### config.mk
export PLATFORM = sky130hd
export DESIGN_NAME = uart_rx_fifo
export DESIGN_NICKNAME = d
export VERILOG_FILES = /design/src/rtl/uart_pkg.sv /design/src/rtl/uart_fifo_ctrl.sv /design/src/rtl/uart_rx_fifo.sv
export SDC_FILE = /design/constraint.sdc
export NUM_CORES = 1
export LEC_CHECK = 0
export CAP_MARGIN = 10
export CORE_MARGIN = 5
export CORE_UTILIZATION = 60
export CTS_CLUSTER_SIZE = 25
export DETAILED_ROUTE_END_ITERATION = 10
export PLACE_DENSITY = 0.8
export SLEW_MARGIN = 10
export SYNTH_ARGS = -nofsm -noshare
export SYNTH_HDL_FRONTEND = slang
export SYNTH_HIERARCHICAL = 1
export SYNTH_SLANG_ARGS = --single-unit
### constraint.sdc
create_clock -name clk -period 6.6 [get_ports clk]
set_clock_uncertainty 0.15 [all_clocks]
set_input_delay 1.65 -clock clk [delete_from_list [all_inputs] [get_ports clk]]
set_output_delay 1.65 -clock clk [all_outputs]
set_load 0.03 [all_outputs]
### src/rtl/uart_pkg.sv
// Shared types and default sizes for the UART receive/transmit buffering.
package uart_pkg;

    typedef enum logic [1:0] {
        NOP = 2'b00,
        RD  = 2'b01,
        WR  = 2'b10,
        RW  = 2'b11
    } fifo_op_t;

    localparam int UART_DBIT       = 8;
    localparam int UART_RX_FIFO_AW = 4;

endpackage

### src/rtl/uart_fifo_ctrl.sv
// Pointer, occupancy and overflow control for a 2^ADDR_WIDTH word queue.
// Optional sticky overflow flag enabled by UART_RX_FIFO_OVF_EN.
//
// op  | meaning
// NOP | hold everything
// RD  | pop head word if not empty
// WR  | push word if not full, else drop it (overflow)
// RW  | push+pop; push only when empty
module uart_fifo_ctrl
    import uart_pkg::*;
#(
    parameter int ADDR_WIDTH = UART_RX_FIFO_AW
) (
    input  logic                  clk,
    input  logic                  reset,
    input  logic                  wr,
    input  logic                  rd,
    input  logic                  ovf_clr,
    output logic                  w_en,
    output logic [ADDR_WIDTH-1:0] w_ptr,
    output logic [ADDR_WIDTH-1:0] r_ptr,
    output logic [ADDR_WIDTH:0]   count,
    output logic                  empty,
    output logic                  full,
    output logic                  ovf
);

    localparam logic [ADDR_WIDTH:0] CNT_FULL = {1'b1, {ADDR_WIDTH{1'b0}}};
    localparam logic [ADDR_WIDTH:0] CNT_LAST = CNT_FULL - 1'b1;

    fifo_op_t              op;
    logic [ADDR_WIDTH-1:0] w_ptr_n, r_ptr_n;
    logic [ADDR_WIDTH:0]   count_n;
    logic                  empty_n, full_n, ovf_set;

    assign op = fifo_op_t'({wr, rd});

    always_comb begin
        w_en    = 1'b0;
        w_ptr_n = w_ptr;
        r_ptr_n = r_ptr;
        count_n = count;
        empty_n = empty;
        full_n  = full;
        ovf_set = 1'b0;
        case (op)
            RD: begin
                if (!empty) begin
                    r_ptr_n = r_ptr + 1'b1;
                    count_n = count - 1'b1;
                    full_n  = 1'b0;
                    empty_n = (count == 1);
                end
            end
            WR: begin
                if (!full) begin
                    w_en    = 1'b1;
                    w_ptr_n = w_ptr + 1'b1;
                    count_n = count + 1'b1;
                    empty_n = 1'b0;
                    full_n  = (count == CNT_LAST);
                end else begin
                    ovf_set = 1'b1;
                end
            end
            RW: begin
                // An empty queue cannot be full, so the write always lands here.
                w_en    = 1'b1;
                w_ptr_n = w_ptr + 1'b1;
                if (empty) begin
                    count_n = count + 1'b1;
                    empty_n = 1'b0;
                    full_n  = (count == CNT_LAST);
                end else begin
                    r_ptr_n = r_ptr + 1'b1;
                end
            end
            default: ;
        endcase
        if (reset) w_en = 1'b0;
    end

    always_ff @(posedge clk) begin
        if (reset) begin
            w_ptr <= '0;
            r_ptr <= '0;
            count <= '0;
            empty <= 1'b1;
            full  <= 1'b0;
        end else begin
            w_ptr <= w_ptr_n;
            r_ptr <= r_ptr_n;
            count <= count_n;
            empty <= empty_n;
            full  <= full_n;
        end
    end

`ifdef UART_RX_FIFO_OVF_EN
    // Set beats clear when both happen in the same cycle.
    always_ff @(posedge clk) begin
        if (reset)        ovf <= 1'b0;
        else if (ovf_set) ovf <= 1'b1;
        else if (ovf_clr) ovf <= 1'b0;
    end
`else
    logic [1:0] unused_ovf;
    assign unused_ovf = {ovf_set, ovf_clr};
    assign ovf        = 1'b0;
`endif

endmodule

### src/rtl/uart_rx_fifo.sv
// First-word-fall-through receive queue behind the UART receiver.
// Sticky overflow flag present only when UART_RX_FIFO_OVF_EN is defined.
module uart_rx_fifo
    import uart_pkg::*;
#(
    parameter int DBIT       = UART_DBIT,
    parameter int ADDR_WIDTH = UART_RX_FIFO_AW
) (
    input  logic                  clk,
    input  logic                  reset,
    input  logic                  wr,
    input  logic [DBIT-1:0]       w_data,
    input  logic                  rd,
    output logic [DBIT-1:0]       r_data,
    output logic                  empty,
    output logic                  full,
    output logic [ADDR_WIDTH:0]   count,
    output logic                  ovf,
    input  logic                  ovf_clr
);

    localparam int DEPTH = 1 << ADDR_WIDTH;

    logic [DBIT-1:0]       mem [DEPTH];
    logic                  w_en;
    logic [ADDR_WIDTH-1:0] w_ptr, r_ptr;

    uart_fifo_ctrl #(
        .ADDR_WIDTH(ADDR_WIDTH)
    ) u_ctrl (
        .clk     (clk),
        .reset   (reset),
        .wr      (wr),
        .rd      (rd),
        .ovf_clr (ovf_clr),
        .w_en    (w_en),
        .w_ptr   (w_ptr),
        .r_ptr   (r_ptr),
        .count   (count),
        .empty   (empty),
        .full    (full),
        .ovf     (ovf)
    );

    // Storage is deliberately left unreset; r_data is meaningless while empty.
    always_ff @(posedge clk) begin
        if (w_en) mem[w_ptr] <= w_data;
    end

    assign r_data = mem[r_ptr];

endmodule
# Word level (Yosys, flattened, before mapping)
# Memory sizes are Yosys's and may differ from the RTL's. A register that Yosys moved wholly into a read port is not among the register bits.
# Index checks and enable logic that the tools add are counted.
[op_classes]
reduce_logical = 8
addsub = 4
n_eq_ne = 8
bitwise = 1
n_mux = 20
[op_table]
columns = ["cell", "count"]
rows = [
  ["2-to-1 mux 5 bit", 3],
  ["case mux 5 bit (3 select lines)", 1],
  ["2-to-1 mux 4 bit", 3],
  ["2-to-1 mux 1 bit", 9],
  ["adder 4 x 1 -> 4 bit (second input constant)", 2],
  ["case mux 4 bit (2 select lines)", 1],
  ["case mux 1 bit (3 select lines)", 2],
  ["AND reduction 2 bit", 3],
  ["adder 5 x 1 -> 5 bit (second input constant)", 1],
  ["== test 5 x 1 -> 1 bit (second input constant)", 1],
  ["== test 5 x 4 -> 1 bit (second input constant)", 1],
  ["subtractor 5 x 1 -> 5 bit (second input constant)", 1],
  ["== test 2 bit (second input constant)", 2],
  ["inequality test 2 bit (second input constant)", 2],
  ["AND reduction 4 bit", 1],
  ["AND reduction 3 bit", 1],
  ["nonzero test 3 bit", 1],
  ["== test 2 x 1 -> 1 bit (second input constant)", 1],
  ["inequality test 2 x 1 -> 1 bit (second input constant)", 1],
  ["case mux 1 bit (2 select lines)", 1],
  ["nonzero test 2 bit", 1],
  ["OR reduction 2 bit", 1],
  ["inverter 1 bit", 1],
]
[totals]
regBits = 15
input_bits = 13
word_cells = 47
ram_bits = 128
memories = 1
output_inout_bits = 16
[mem_list]
columns = ["memory", "depth", "word_bits", "rd", "rd_ports_with_merged_regs", "write_ports", "line_no", "text"]
rows = [
  ["mem", 16, 8, 1, 1, 1, "uart_rx_fifo.sv:24", "logic [DBIT-1:0] mem [DEPTH];"],
]

# Logic depth before layout (Yosys ltp)
[depth]
word_depth = 5
ltp_mapped = 7
ltp_nobuf = 7

# Hierarchy
# The synthesis kept the hierarchy.
[by_module_without_submodules]
columns = ["module", "area_per_inst_um2", "seq_area_each_um2", "instances", "cells_each"]
rows = [
  ["uart_rx_fifo", 4987.3, 3843.7, 1, 221],
  ["uart_fifo_ctrl", 885.8, 300.3, 1, 97],
]

# Worst setup path before layout
# OpenSTA, ideal clock, no wires.
[synth_timing]
path_type = "input-to-reg"
from = "in reset"
to = "mem mem[0][0] (netlist bit) (enable)"
setup_slack_ps = 2726
stages = 5
arrival_ps = 3340
setup_ps = 383
n_path_buf = 2
t_required_ps = 6067
cell_sequence = "clkbuf_1 > clkbuf_1 > nor2_1 > or3b_2 > nor3_1"
[synth_between]
elab_chain_cells = 3
[synth_rtl]
columns = ["item", "line_no", "text"]
rows = [
  ["from (decl)", "uart_rx_fifo.sv:10", "input logic reset,"],
  ["2-to-1 mux 1 bit", "uart_fifo_ctrl.sv:80", "if (reset) w_en = 1'b0;"],
  ["named net w_en", "uart_rx_fifo.sv:25", "logic w_en;"],
  ["2-to-1 mux 1 bit", "uart_rx_fifo.sv:47", "if (w_en) mem[w_ptr] <= w_data;"],
  ["2-to-1 mux 1 bit (not written as such)", "uart_rx_fifo.sv:47", ""],
  ["to (decl)", "uart_rx_fifo.sv:24", ""],
]
# The timed path passes the listed nets, and every way through them passes these cells.

==> run summary <==
The critical path is of the reg2out type. Overall power consumption after layout is estimated at 2.00 mW. STA classifies the critical path startpoint as a register. The sequential area share after synthesis is 70.6%. The detail-routed net length per standard cell is 22.2 um. The proportion of register bits with asynchronous set or reset after synthesis is 0%.

In this run the worst path has a maximum fanout of 26. Entering global routing, the biggest net connects 28 pins. The number of nets in the synthesized netlist came out at 337.

The placer's final routability congestion estimate is 0.798. The area of the core came out at 9640 um^2. The final non-filler cell area came out at 6770 um^2. The area of placed instances came out at 6230 um^2. The dominant synthesized flop cell is sky130_fd_sc_hd__edfxtp_1. The root buffer selected by CTS is sky130_fd_sc_hd__clkbuf_8. The unique cell type count in the Yosys netlist is 45. Setup repair after global routing left no endpoint under its margin. The synthesized netlist occupies a cell area of 5870 um^2. The post-cts resize count came out at 0. The worst setup slack after layout is 1.47 ns. The number of setup buffers added after CTS is 0. The min-delay analysis places its worst path in the category reg2reg. The die outline width is 109 um.

The total length of routed wires is 11,100 um. The detailed-routing iteration count for the pre-antenna-repair pass is 4. The final route contains 3,053 vias.

In this run the number of H-tree levels came out at 4. The start point of the worst hold path is u_ctrl/w_ptr[3]. The number of antenna-violating nets in the routed design is 0. The number of antenna violations at the first check in global routing is 0. For this run the aggregate overflow at the end of global routing stands at 0. The final critical-path share of the clock period is 77.7%. The transition time at the pin with the least slew margin came out at 0.908 ns. The total setup violations reported at the end of the flow came out at 0. The ratio of total power to cell area came out at 296 nW/um^2. Across the run, the number of max-cap violations was 0. After synthesis the netlist holds a flip-flop and latch count of 143. The top achievable clock speed came out at 0.195 GHz. The endpoint identified for the worst register-to-register timing path is mem[2][0]. The number of buffers added on ports came out at 26. The number of warnings reported in the yosys synthesis log is 6. The mean post-synth cell area is 18.5 um^2. The maximum number of buffers from clock root to sink is 2. The hold slack is 0.436 ns. The starting density of the core came out at 60.9%. The number of nets in the layout came out at 373. The via count of the first global-routing pass came to 3,082. The count of boundary I/O pins came out at 29. In this run the critical register-to-register path is launched from u_ctrl/full. For flop-to-flop paths, the worst setup slack is 4.01 ns. The static leakage is 2.22 nW. The number of antenna diodes in the final layout is 0. The minimum period implied by the final worst setup slack came out at 5.13 ns. The number of instances in the synthesized netlist is 318.

The share of final-layout standard cells stronger than drive strength 1 came out at 18.5%. In this run, synthesis inferred 128 flip-flops with an integrated enable. In the routed design, unresolved DRC markers number 0. The most common cell after layout, fill and taps aside is sky130_fd_sc_hd__edfxtp_1. For the worst-skew pair, the clock arrives at the later sink with an insertion delay of 0.52 ns. The iteration-0 DRC count of the detailed router is 255. The global-route usage over all layers is 20.9%.

TritonCTS built the clock tree. The global-route wire length before repair came out at 17,400 um. The flow ran to the end, and the final reports show no timing, DRC or antenna violations. The number of standard-cell rows in the floorplan came out at 36. The setup slack at placement is 1.88 ns. The area added between synthesis and finish is 15.3%.

The number of hold buffers added after CTS came out at 0. The clock drives 143 sinks. The endpoint class of the critical path is an output port.

In the layout the commonest cells are sky130_fd_sc_hd__edfxtp_1 (128), sky130_fd_sc_hd__nor2_1 (26), sky130_fd_sc_hd__clkdlybuf4s50_1 (26). The maximum vdd ir drop came out at 189 uV. The clock transition at the registers of the reported paths is 0.06 ns. The overall die height is 109 um. Clock tree synthesis inserted a total of 17 buffers. Data on the critical path arrives at its endpoint at 3.33 ns.

The depth of the worst register-to-register path is 5. The number of stages on the worst hold path is 2. The setup TNS after final layout came out at 0 ns. Summed over all nets, the half-perimeter wirelength after detailed placement is 6690 um. The area of the die came out at 11,900 um^2.

The count of pins over their slew limit is 0. For hold timing, the worst endpoint is u_ctrl/w_ptr[3]. The critical path required time is 4.80 ns. The via density per instance is 6.11. The worst slew margin relative to its limit is 39.2%.

The number of failing hold endpoints at the final stage came to 0.
[flip-flops by register name (all words and copies together), names as in the netlist]
signal	flops
mem	128
u_ctrl/w_ptr	4
u_ctrl/full	1
u_ctrl/count	5
u_ctrl/empty	1
u_ctrl/r_ptr	4
[layout make-up]
| cell class | count | area (um^2) |
|---|---|---|
| clock buffer | 17 | 414 |
| clock inverter | 15 | 129 |
| fill | 634 | 2870 |
| inverter | 4 | 15.0 |
| multi-input combinational | 156 | 1600 |
| sequential | 143 | 4150 |
| tap | 133 | 166 |
| timing repair buffer | 32 | 305 |
[synthesized netlist by cell type (3+ instances only)]
| cell | number | share of area [%] |
|---|---|---|
| sky130_fd_sc_hd__a21oi_1 | 5 | 0.43 |
| sky130_fd_sc_hd__a22oi_1 | 16 | 2.0 |
| sky130_fd_sc_hd__buf_2 | 4 | 0.34 |
| sky130_fd_sc_hd__buf_6 | 4 | 0.77 |
| sky130_fd_sc_hd__clkdlybuf4s25_2 | 3 | 0.51 |
| sky130_fd_sc_hd__dfxtp_1 | 15 | 5.1 |
| sky130_fd_sc_hd__edfxtp_1 | 128 | 65 |
| sky130_fd_sc_hd__ha_1 | 6 | 1.3 |
| sky130_fd_sc_hd__inv_1 | 4 | 0.26 |
| sky130_fd_sc_hd__mux4_1 | 14 | 6.3 |
| sky130_fd_sc_hd__mux4_2 | 18 | 6.9 |
| sky130_fd_sc_hd__nand2_1 | 17 | 1.1 |
| sky130_fd_sc_hd__nand3_1 | 5 | 0.43 |
| sky130_fd_sc_hd__nor2_1 | 26 | 1.7 |
| sky130_fd_sc_hd__nor2b_1 | 3 | 0.32 |
| sky130_fd_sc_hd__nor3_1 | 7 | 0.60 |
| sky130_fd_sc_hd__xor2_1 | 5 | 0.75 |
[per-layer routing]
layer	part of all wire (%)	routed length (um)	global-route usage [%]
met1	38	4200	27.5
met2	52	5750	33.7
met3	8.0	888	6.04
met4	2.2	245	6.85
met5	0	0	0
[how the worst max path moves through the flow]
stage,startpoint,end,slack (ns),cells after the start
floorplan,reset,mem[0][0],2.73,5
global placement,wr,mem[2][1],1.88,5
detailed placement,rd,mem[1][3],1.88,6
CTS,u_ctrl/r_ptr[0],r_data[1],1.40,5
global route,u_ctrl/r_ptr[0],r_data[1],1.24,5
finish,u_ctrl/r_ptr[0],r_data[1],1.47,5
[critical path, stage by stage (launching register included)]
cell,delay (ns)
sky130_fd_sc_hd__dfxtp_2,0.90
sky130_fd_sc_hd__buf_4,0.36
sky130_fd_sc_hd__mux4_1,0.57
sky130_fd_sc_hd__a22oi_1,0.28
sky130_fd_sc_hd__nand2_1,0.09
sky130_fd_sc_hd__clkdlybuf4s50_1,0.60
[power breakdown]
group / switching (mW) / internal [mW]
Sequential: 0.0176 / 0.996
Clock: 0.389 / 0.473
Combinational: 0.0665 / 0.0590
Total: 0.473 / 1.53
[cell families (layout without fill, tap and decap cells)]
| group | count (synthesis) | in the layout | share of synthesized area (%) |
|---|---|---|---|
| AOI/OAI and AO/OA | 32 | 32 | 4.20 |
| muxes | 35 | 35 | 13.9 |
| other | 1 | 1 | 0.0639 |
| buffers and inverters | 19 | 68 | 2.26 |
| and+or+nand+nor | 75 | 75 | 6.73 |
| xor gates and xnor gates | 7 | 7 | 1.04 |
| adders and majority gates | 6 | 6 | 1.28 |
| DFF | 143 | 143 | 70.6 |
[per-stage QoR]
step | utilization [%] | instances
finish | 70.2 | 500
global route | 70.2 | 500
CTS | 70.2 | 500
detailed placement | 64.6 | 468
global placement | 64.6 | 468
floorplan | - | 318
No activity file was read; power rests on OpenSTA's default activity.
